## src/rtl/seq_detector_param.sv

```systemverilog
// Parameterised serial pattern detector: KMP prefix tracking, Mealy match output,
// optional saturating match counter enabled by the SEQ_DET_CNT_EN macro.
module seq_detector_param #(
  parameter int               PAT_W   = 4,
  parameter logic [PAT_W-1:0] PATTERN = 4'b1010,
  parameter int               CNT_W   = 8
) (
  input  logic             clk,
  input  logic             rst_n,
  input  logic             x,
  input  logic             in_valid,
  input  logic             overlap,
  input  logic             clr,
  output logic             z,
  output logic [CNT_W-1:0] match_cnt
);

  localparam int SW = (PAT_W > 2) ? $clog2(PAT_W) : 1;

  // Bit k of the pattern in arrival order (k = 0 is received first).
  function automatic logic pat_bit(input int k);
    logic [PAT_W-1:0] t;
    t = PATTERN >> (PAT_W - 1 - k);
    return t[0];
  endfunction

  // Longest proper border of the pattern prefix of length len.
  function automatic int border(input int len);
    int   res;
    logic ok;
    res = 0;
    for (int k = 1; k < len; k++) begin
      ok = 1'b1;
      for (int i = 0; i < k; i++)
        if (pat_bit(i) != pat_bit(len - k + i)) ok = 1'b0;
      if (ok) res = k;
    end
    return res;
  endfunction

  // KMP transition from prefix length s on bit b; full matches map to the border.
  function automatic int delta(input int s, input logic b);
    int   st;
    int   res;
    logic done;
    st   = s;
    res  = 0;
    done = 1'b0;
    for (int n = 0; n <= PAT_W; n++) begin
      if (!done) begin
        if (pat_bit(st) == b) begin
          res  = st + 1;
          done = 1'b1;
        end else if (st == 0) begin
          res  = 0;
          done = 1'b1;
        end else begin
          st = border(st);
        end
      end
    end
    if (res == PAT_W) res = border(PAT_W);
    return res;
  endfunction

  localparam int             BORDER = border(PAT_W);
  localparam logic [SW-1:0]  LAST   = SW'(PAT_W - 1);

  logic [SW-1:0] nxt0 [PAT_W];
  logic [SW-1:0] nxt1 [PAT_W];

  for (genvar g = 0; g < PAT_W; g++) begin : g_tbl
    assign nxt0[g] = SW'(delta(g, 1'b0));
    assign nxt1[g] = SW'(delta(g, 1'b1));
  end

  logic [SW-1:0] s_q;
  logic [SW-1:0] s_d;
  logic          hit;

  assign hit = in_valid & (s_q == LAST) & (x == PATTERN[0]);
  assign z   = rst_n & hit;

  always_comb begin
    s_d = s_q;
    if (in_valid) begin
      if (hit) s_d = overlap ? SW'(BORDER) : '0;
      else     s_d = x ? nxt1[s_q] : nxt0[s_q];
    end
  end

  always_ff @(posedge clk) begin
    if (!rst_n) s_q <= '0;
    else        s_q <= s_d;
  end

`ifdef SEQ_DET_CNT_EN
  logic [CNT_W-1:0] cnt_q;
  logic [CNT_W-1:0] cnt_d;

  // clr wins over a same-cycle match; the count sticks at all-ones.
  always_comb begin
    cnt_d = cnt_q;
    if (clr)                                cnt_d = '0;
    else if (z && (cnt_q != {CNT_W{1'b1}})) cnt_d = cnt_q + CNT_W'(1);
  end

  always_ff @(posedge clk) begin
    if (!rst_n) cnt_q <= '0;
    else        cnt_q <= cnt_d;
  end

  assign match_cnt = cnt_q;
`else
  logic unused_clr;
  assign unused_clr = clr;
  assign match_cnt  = '0;
`endif

endmodule
```

## config.mk

```make
export PLATFORM = sky130hd
export DESIGN_NAME = seq_detector_param
export DESIGN_NICKNAME = d
export VERILOG_FILES = /design/src/rtl/seq_detector_param.sv
export SDC_FILE = /design/constraint.sdc
export NUM_CORES = 1
export LEC_CHECK = 0
export ABC_CLOCK_PERIOD_IN_PS = 1000
export CORE_AREA = 2 2 39 41
export CTS_CLUSTER_DIAMETER = 40
export DETAILED_ROUTE_END_ITERATION = 10
export DIE_AREA = 0 0 41 43
export DONT_BUFFER_PORTS = 1
export PLACE_DENSITY = 0.3
export RECOVER_POWER = 25
export SYNTH_ARGS = -nofsm -noshare
export SYNTH_HDL_FRONTEND = slang
export SYNTH_SLANG_ARGS = --single-unit
```

## constraint.sdc

```tcl
create_clock -name clk -period 1 [get_ports clk]
set_input_delay 0.1 -clock clk [delete_from_list [all_inputs] [get_ports clk]]
set_output_delay 0.1 -clock clk [all_outputs]
set_load 0.05 [all_outputs]
```

# Yosys cells after proc, flatten, opt, wreduce, memory -nomap -nowiden
# Cells that the tools add are included.
dict set report word_totals {
  inputBits 6
  output_inout_bits 9
  reg_bits 2
}
dict set report classes {
  n_eq_ne 1
  bitwise_logic 5
  n_lt_le_gt_ge 1
  n_mux 9
}
# operator n
set op_table {}
lappend op_table {{$mux W2} 7}
lappend op_table {{$bmux W2 S2} 2}
lappend op_table {{$and A1 B1 Y1} 3}
lappend op_table {{$ge A3 B3 Y1 const B} 1}
lappend op_table {{$not A2 Y3} 1}
lappend op_table {{$eq A2 B2 Y1 const B} 1}
lappend op_table {{$not A1 Y1} 1}

# Logic depth before layout (Yosys ltp)
# Gate-level depths: netlist of the first run.
dict set report logic_depth {
  ltp_word 6
  mapped_depth 3
  depth_no_buf 3
}

# Worst setup path after synthesis of the first run
# OpenSTA, ideal clock, no wires.
dict set report synth_timing {
  kind {register to output}
  from {register s_q[0]}
  to {output z}
  stages_incl_launch_ff 3
  setup_slack_ns -0.559
  required_ns 0.900
  n_path_buf 0
  arrival_time_ns 1.459
  cell_sequence {dfxtp_1 > nand2_1 > nor3_1}
}
dict set report synth_between {
  elab_chain_len 4
}
# item line
set synth_lines {}
lappend synth_lines {{start, declared} 77} ;# logic [SW-1:0] s_q;
lappend synth_lines {{start signal, assigned} 93} ;# if (!rst_n) s_q <= '0;
lappend synth_lines {{start signal, assigned} 94} ;# else s_q <= s_d;
lappend synth_lines {{$eq A2 B2 Y1} 81} ;# assign hit = in_valid & (s_q == LAST) & (x == PATTERN[0]);
lappend synth_lines {{$and A1 B1 Y1 (2 in series)} 81}
lappend synth_lines {{$and A1 B1 Y1} 82} ;# assign z = rst_n & hit;
lappend synth_lines {{end, declared} 14} ;# output logic z,
# No other way between the ends.

# Worst setup path after layout of the first run
# Ends and elaborated chain as after synthesis.

==> impl_results.md, run 1 <==
* Status: finished, violations left
* Violated checks: setup timing
* Final number of setup-violating endpoints at 1
* Rows at 14
* Cell with the most instances after synthesis: buf_4
* Setup crit end kind: output port
* Crit path launch: s_q[0]
* Max-Cap Viols at 0
* Final-stage net count at 34
* Vias per std cell at 3.24
* RR Endpoint: s_q[1]
* GP Congestion at 0.517
* Tot Pwr at 347 µW
* Initial DRC Count at 2
* Synthesized cell area at 163 µm²
* Buffers on Ports at 0
* Grt total ovfl at 0
* Antenna diode count at 0
* Share of the synthesized area in the top cell type at 36.9%
* Async set-or-reset flop fraction in the synthesized netlist at 0%
* EDFF count, synth at 0
* Most used DFF post-synth: dfxtp_1
* CTS Buf Count at 3
* Routing usage on met2 at 4.69%
* FILL cells at 155
* Final WL at 294 µm
* Crit path largest cell delay at 0.32 ns
* Crit Path Max Fanout at 2
* Required @ worst endpoint at 0.90 ns
* Final hold violations at 0
* Worst Setup Path Type: reg2out
* Clock skew at 0.00184 ns
* Initial Util at 11.8%
* Yosys Warn Count at 0
* RSZ-0062 raised after global routing: yes
* Crit path time final at 1.08 ns
* Pwr per Cell Area at 1520 nW/µm²
* Worst hold path type: in2reg
* Final worst slack at -0.0845 ns
* VDD IR max at 0.701 mV
* Place WS at 0.101 ns
* Die width at 41 µm
* Worst Min Path Start: rst_n
* Area contributors post-synth: buf_4 37%, dfxtp_1 25%, nand2b_1 7.7%
* Util after Layout at 16.5%
* R2R Path Start: s_q[0]
* Ports at 15
* Top cells by count, synth: 8 x buf_4, 2 x dfxtp_1, 2 x nand2_1, 2 x nand2b_1
* Family with the most delay on the worst path: flip-flops
* Synthesized flop and latch total at 2
* Min-Delay Endpoint: s_q[1]
* Layout area overhead at 40.0%
* Share of post-route cells with drive strength above 1 at 38.5%
* Yosys cell types at 11
* Worst path depth at 3
* Die area at 1760 µm²
* Largest net degree at the start of global routing at 5
* Mean Syn Cell Area at 7.75 µm²
* First-pass DRT Iterations at 4
* CP max-delay cell: dfxtp_2
* Buf/Inv on CP at 1
* Root buffer cell: clkbuf_4
* Fin. max-slew vios at 0
* Clock transition at path regs at 0.03 ns
* Final worst-path cycle share at 108%
* DRT antenna net count at 0
* FF-to-FF path depth at 4
* Detailed Place HPWL at 208 µm
* Worst reg-to-reg setup slack at 0.11 ns
* Hold Slack at 0.0182 ns
* GR Util met3 at 3.14%
* Nature of the critical path startpoint: register
* Via Count at 136
* Crit-path cells: nand2_2 > nor3_4 > buf_12
* Max reg flops at 2
* Global routing usage on met1 at 4.17%
* Clk_lat worst skew at 0.22 ns
* CTS tree: yes
* Hold path cells at 1
* Area leader, netlist: buf_4
* Static leakage power at 0.105 nW
* GRT Util Overall at 4.61%
* CP arrival at 0.98 ns
* Initial antenna violation count at 0
* # DRC at 0
* Clock sink count at 2
* GR peak layer: met4
* Fmax at 922 MHz
* CORE AREA at 1380 µm²
* Die height at 43 µm
* Sequential share of the synthesized area at 24.6%
* Register bank with the most flops: s_q
* Top flop regs: s_q (2)
* Clock buffer depth at 2
* Number of global-route vias before repair at 127
* Post-DR wirelength/cell at 7.00 µm
* Mapped Cells at 21
* H-tree levels at 1
* First-pass GRT wire length at 448 µm
-- metrics by stage --
stage	cell area, µm²	TNS (ns)	std cells
4_1_cts	224	-0.101	42
2_1_floorplan	200	0	28
5_1_grt	228	-0.138	42
3_3_place_gp	180	0	37
6_report	228	-0.0845	42
3_5_place_dp	180	0	37
-- metal layers --
layer | wire length, µm | share of wire (%)
met1 | 96 | 33
met2 | 130 | 44
met3 | 57 | 19
met4 | 10 | 3.4
met5 | 0 | 0
-- worst register-to-register path: stages (launching register included) --
cell and delay [ns]:
dfxtp_2 0.31, buf_4 0.13, nand2b_1 0.13, a21oi_1 0.15, a31o_1 0.11
-- cells by family after synthesis --
logic type	after synthesis	synth area share [%]
flops	2	24.6
compound gates	2	8.46
mux	1	6.15
other cells	1	2.31
simple gates	7	21.5
buf+inv	8	36.9
-- cells in the final DEF, fill, tap and decap left out --
cell type / count
a21oi_1: 1
nor2b_1: 1
clkbuf_4: 3
dlygate4sd3_1: 1
conb_1: 8
a31o_1: 1
mux2i_1: 1
nand2b_1: 2
dfxtp_2: 2
buf_4: 1
nor2_1: 1
buf_12: 1
nand2_2: 2
nor3_4: 1
-- how the worst max path moves through the flow --
stage          slack, ns  end
2_1_floorplan       0.03    z
3_3_place_gp        0.10    z
3_5_place_dp        0.10    z
4_1_cts            -0.10    z
5_1_grt            -0.14    z
6_report           -0.08    z
-- where the power goes --
group | total, mW | switching, mW | leakage (nW) | internal (mW)
Clock | 0.176 | 0.0440 | 0.0138 | 0.132
Sequential | 0.0868 | 0.00232 | 0.0172 | 0.0845
Combinational | 0.0840 | 0.0717 | 0.0742 | 0.0123
Total | 0.347 | 0.118 | 0.105 | 0.229
-- timing repair --
action,CTS,global route
gates resized for setup,2,2
pin swaps,1,1
hold endpoints to repair,1,0
setup endpoints to repair,1,1
hold buffers,1,0
buffers inserted,1,0
-- final cells by class --
class,instances,area [µm²],share of cell area (%)
Tap cell,16,20.0,8.79
Clock buffer,3,22.5,9.89
Sequential cell,2,42.5,18.7
Timing Repair Buffer,3,37.5,16.5
Multi-Input combinational cell,18,105,46.2
Note: power is estimated with default switching activity, not from simulation.
==> run 2: changes to the inputs <==
- CAP_MARGIN: unset -> 20
==> results of run 2 <==
Final layout, timing and power as in run 1 (identical DEF).
==> run 3: changes to the inputs <==
- CELL_PAD_IN_SITES_DETAIL_PLACEMENT: unset -> 1
- CELL_PAD_IN_SITES_GLOBAL_PLACEMENT: unset -> 1
- PLACE_DENSITY: 0.3 -> 0.31
==> impl_results.md, run 3 (synthesized netlist as in run 1, its figures left out) <==
* Status: finished, violations left
* Violated checks: setup timing
* Required @ worst endpoint at 0.90 ns (about the same)
* Met3 Wirelength at 70 µm (+23%)
* Switching portion of total power at 34.3% (+0.28 points)
* CTS tree: yes
* Hold Slack at 0.00960 ns (-0.00857 ns)
* Layout area overhead at 46.9%
* Grt total ovfl at 0 (unchanged)
* Initial antenna violation count at 0 (unchanged)
* Final hold violations at 0 (unchanged)
* Initial DRC Count at 1 (-1)
* Crit Path Max Fanout at 2 (unchanged)
* Fin. max-slew vios at 0 (unchanged)
* First-pass DRT Iterations at 2 (-2)
* Max reg flops at 2 (unchanged)
* Clk_lat worst skew at 0.22 ns (about the same)
* Clk pwr share at 50.3% (-0.5 points)
* Largest net degree at the start of global routing at 5 (unchanged)
* First-pass GRT wire length at 455 µm (+1.6%)
* Flop pwr share at 24.9% (about the same)
* Wl on met1 at 115 µm (+20%)
* Share of post-route cells with drive strength above 1 at 37.0% (-1.4 points)
* Die width at 41 µm (unchanged)
* Worst Setup Path Type: reg2out
* Most frequent cells in the layout: 8 x conb_1, 3 x clkbuf_4, 2 x nand2b_1, 2 x buf_4
* Fmax at 934 MHz (+1.2%)
* Setup crit end kind: output port
* GRT Util Overall at 4.70% (+0.091 points)
* Register bank with the most flops: s_q
* Worst hold path type: in2reg
* Rows at 14 (unchanged)
* Antenna diode count at 0 (unchanged)
* Buffers on Ports at 0 (unchanged)
* RSZ-0062 raised after global routing: yes
* H-tree levels at 1 (unchanged)
* Final number of setup-violating endpoints at 1 (unchanged)
* Final-stage net count at 35 (+2.9%)
* Vias per std cell at 3.02 (-6.6%)
* Crit path largest cell delay at 0.34 ns (+0.02 ns)
* Clock buffer depth at 2 (unchanged)
* CP arrival at 0.97 ns (about the same)
* Die height at 43 µm (unchanged)
* # DRC at 0 (unchanged)
* GP Congestion at 0.585 (+13%)
* Clock skew at 0.00208 ns (+0.000238 ns)
* Ports at 15 (unchanged)
* Clock transition at path regs at 0.03 ns (about the same)
* FILL cells at 166 (+7.1%)
* Max-Cap Viols at 0 (unchanged)
* Power Internal at 232 µW (+1.0%)
* Final WL at 320 µm (+8.8%)
* Logic gate share of total power at 24.8% (+0.6 points)
* Pwr per Cell Area at 1470 nW/µm² (-3.3%)
* Initial Util at 11.8% (unchanged)
* Post-DR wirelength/cell at 7.44 µm (+6.3%)
* Highest routed layer: met4
* Top flop regs: s_q (2)
* Crit path time final at 1.07 ns (-0.0134 ns)
* Psw at 121 µW (+2.3%)
* Commonest non-fill, non-tap cell in the layout: conb_1
* Die area at 1760 µm² (unchanged)
* VDD IR max at 0.451 mV (-36%)
* CTS Buf Count at 3 (unchanged)
* Root buffer cell: clkbuf_4
* Crit-path cells: nand2_4 > nor3_4 > buf_12
* Final worst slack at -0.0711 ns (+0.0134 ns)
* CP max-delay cell: dfxtp_2
* Final worst-path cycle share at 107% (-1.3 points)
* DRT antenna net count at 0 (unchanged)
* Clock sink count at 2 (unchanged)
* Via Count at 130 (-4.4%)
* Metal2 WL at 118 µm (-9.2%)
* Nature of the critical path startpoint: register
* Place WS at 0.0991 ns (-0.00191 ns)
* Number of global-route vias before repair at 130 (+2.4%)
* Static leakage power at 0.114 nW (+8.7%)
* CORE AREA at 1380 µm² (unchanged)
-- run 3: final timing paths --
| path | startpoint | endpoint | slack (ns) | cells past startpoint |
|---|---|---|---|---|
| worst max-delay path | s_q[0] | z | -0.07 | 3 |
| worst min-delay path | rst_n | s_q[1] | 0.01 | 1 |
| worst max register to register | s_q[0] | s_q[1] | 0.11 | 4 |
| worst min register to register | s_q[1] | s_q[1] | 0.54 | 2 |
-- run 3: final cells by class --
cell class              count  area, µm²  share of cell area (%)
clock buffers               3       22.5                    9.42
well taps                  16       20.0                    8.38
repair buffers              4       45.0                    18.8
multi-input cells          18        110                    46.1
flip-flops and latches      2       41.3                    17.3
-- run 3: through the flow --
step | cells | util (%) | instance area (µm²) | TNS, ns | total power [mW]
CTS | 42 | 16.2 | 224 | -0.0979 | 0.364
global placement | 37 | 13.0 | 180 | 0 | 0.163
global route | 43 | 17.3 | 239 | -0.118 | 0.372
finish | 43 | 17.3 | 239 | -0.0711 | 0.352
floorplan | 28 | - | 200 | 0 | 0.186
detailed placement | 37 | 13.0 | 180 | 0 | 0.163
-- run 3: timing repair --
action,in CTS,in global routing
hold buffers,1,0
resized for setup,2,2
pin swaps,1,2
buffers inserted,1,1
endpoints found under the setup margin,1,1
endpoints found under the hold margin,1,0
-- run 3: worst max-delay path: cells and delay by family, from the launching register on --
kind                   cells  cell delay [ns]
buffers and inverters      1             0.16
flip-flops                 1             0.34
AND/OR/NAND/NOR            2             0.25
-- run 3: power by group through the flow --
stage	clock network, mW	registers [mW]	logic [mW]
floorplan	0	0.0863	0.100
global placement	0	0.0867	0.0767
detailed placement	0	0.0868	0.0767
CTS	0.194	0.0862	0.0835
global route	0.191	0.0879	0.0921
finish	0.177	0.0876	0.0874
-- run 3: per-layer routing --
layer / GRT usage [%] / vias to the layer above
li1: - / 64
met1: 4.78 / 50
met2: 4.06 / 14
met3: 2.09 / 2
met4: 10.0 / 0
met5: 0 / -
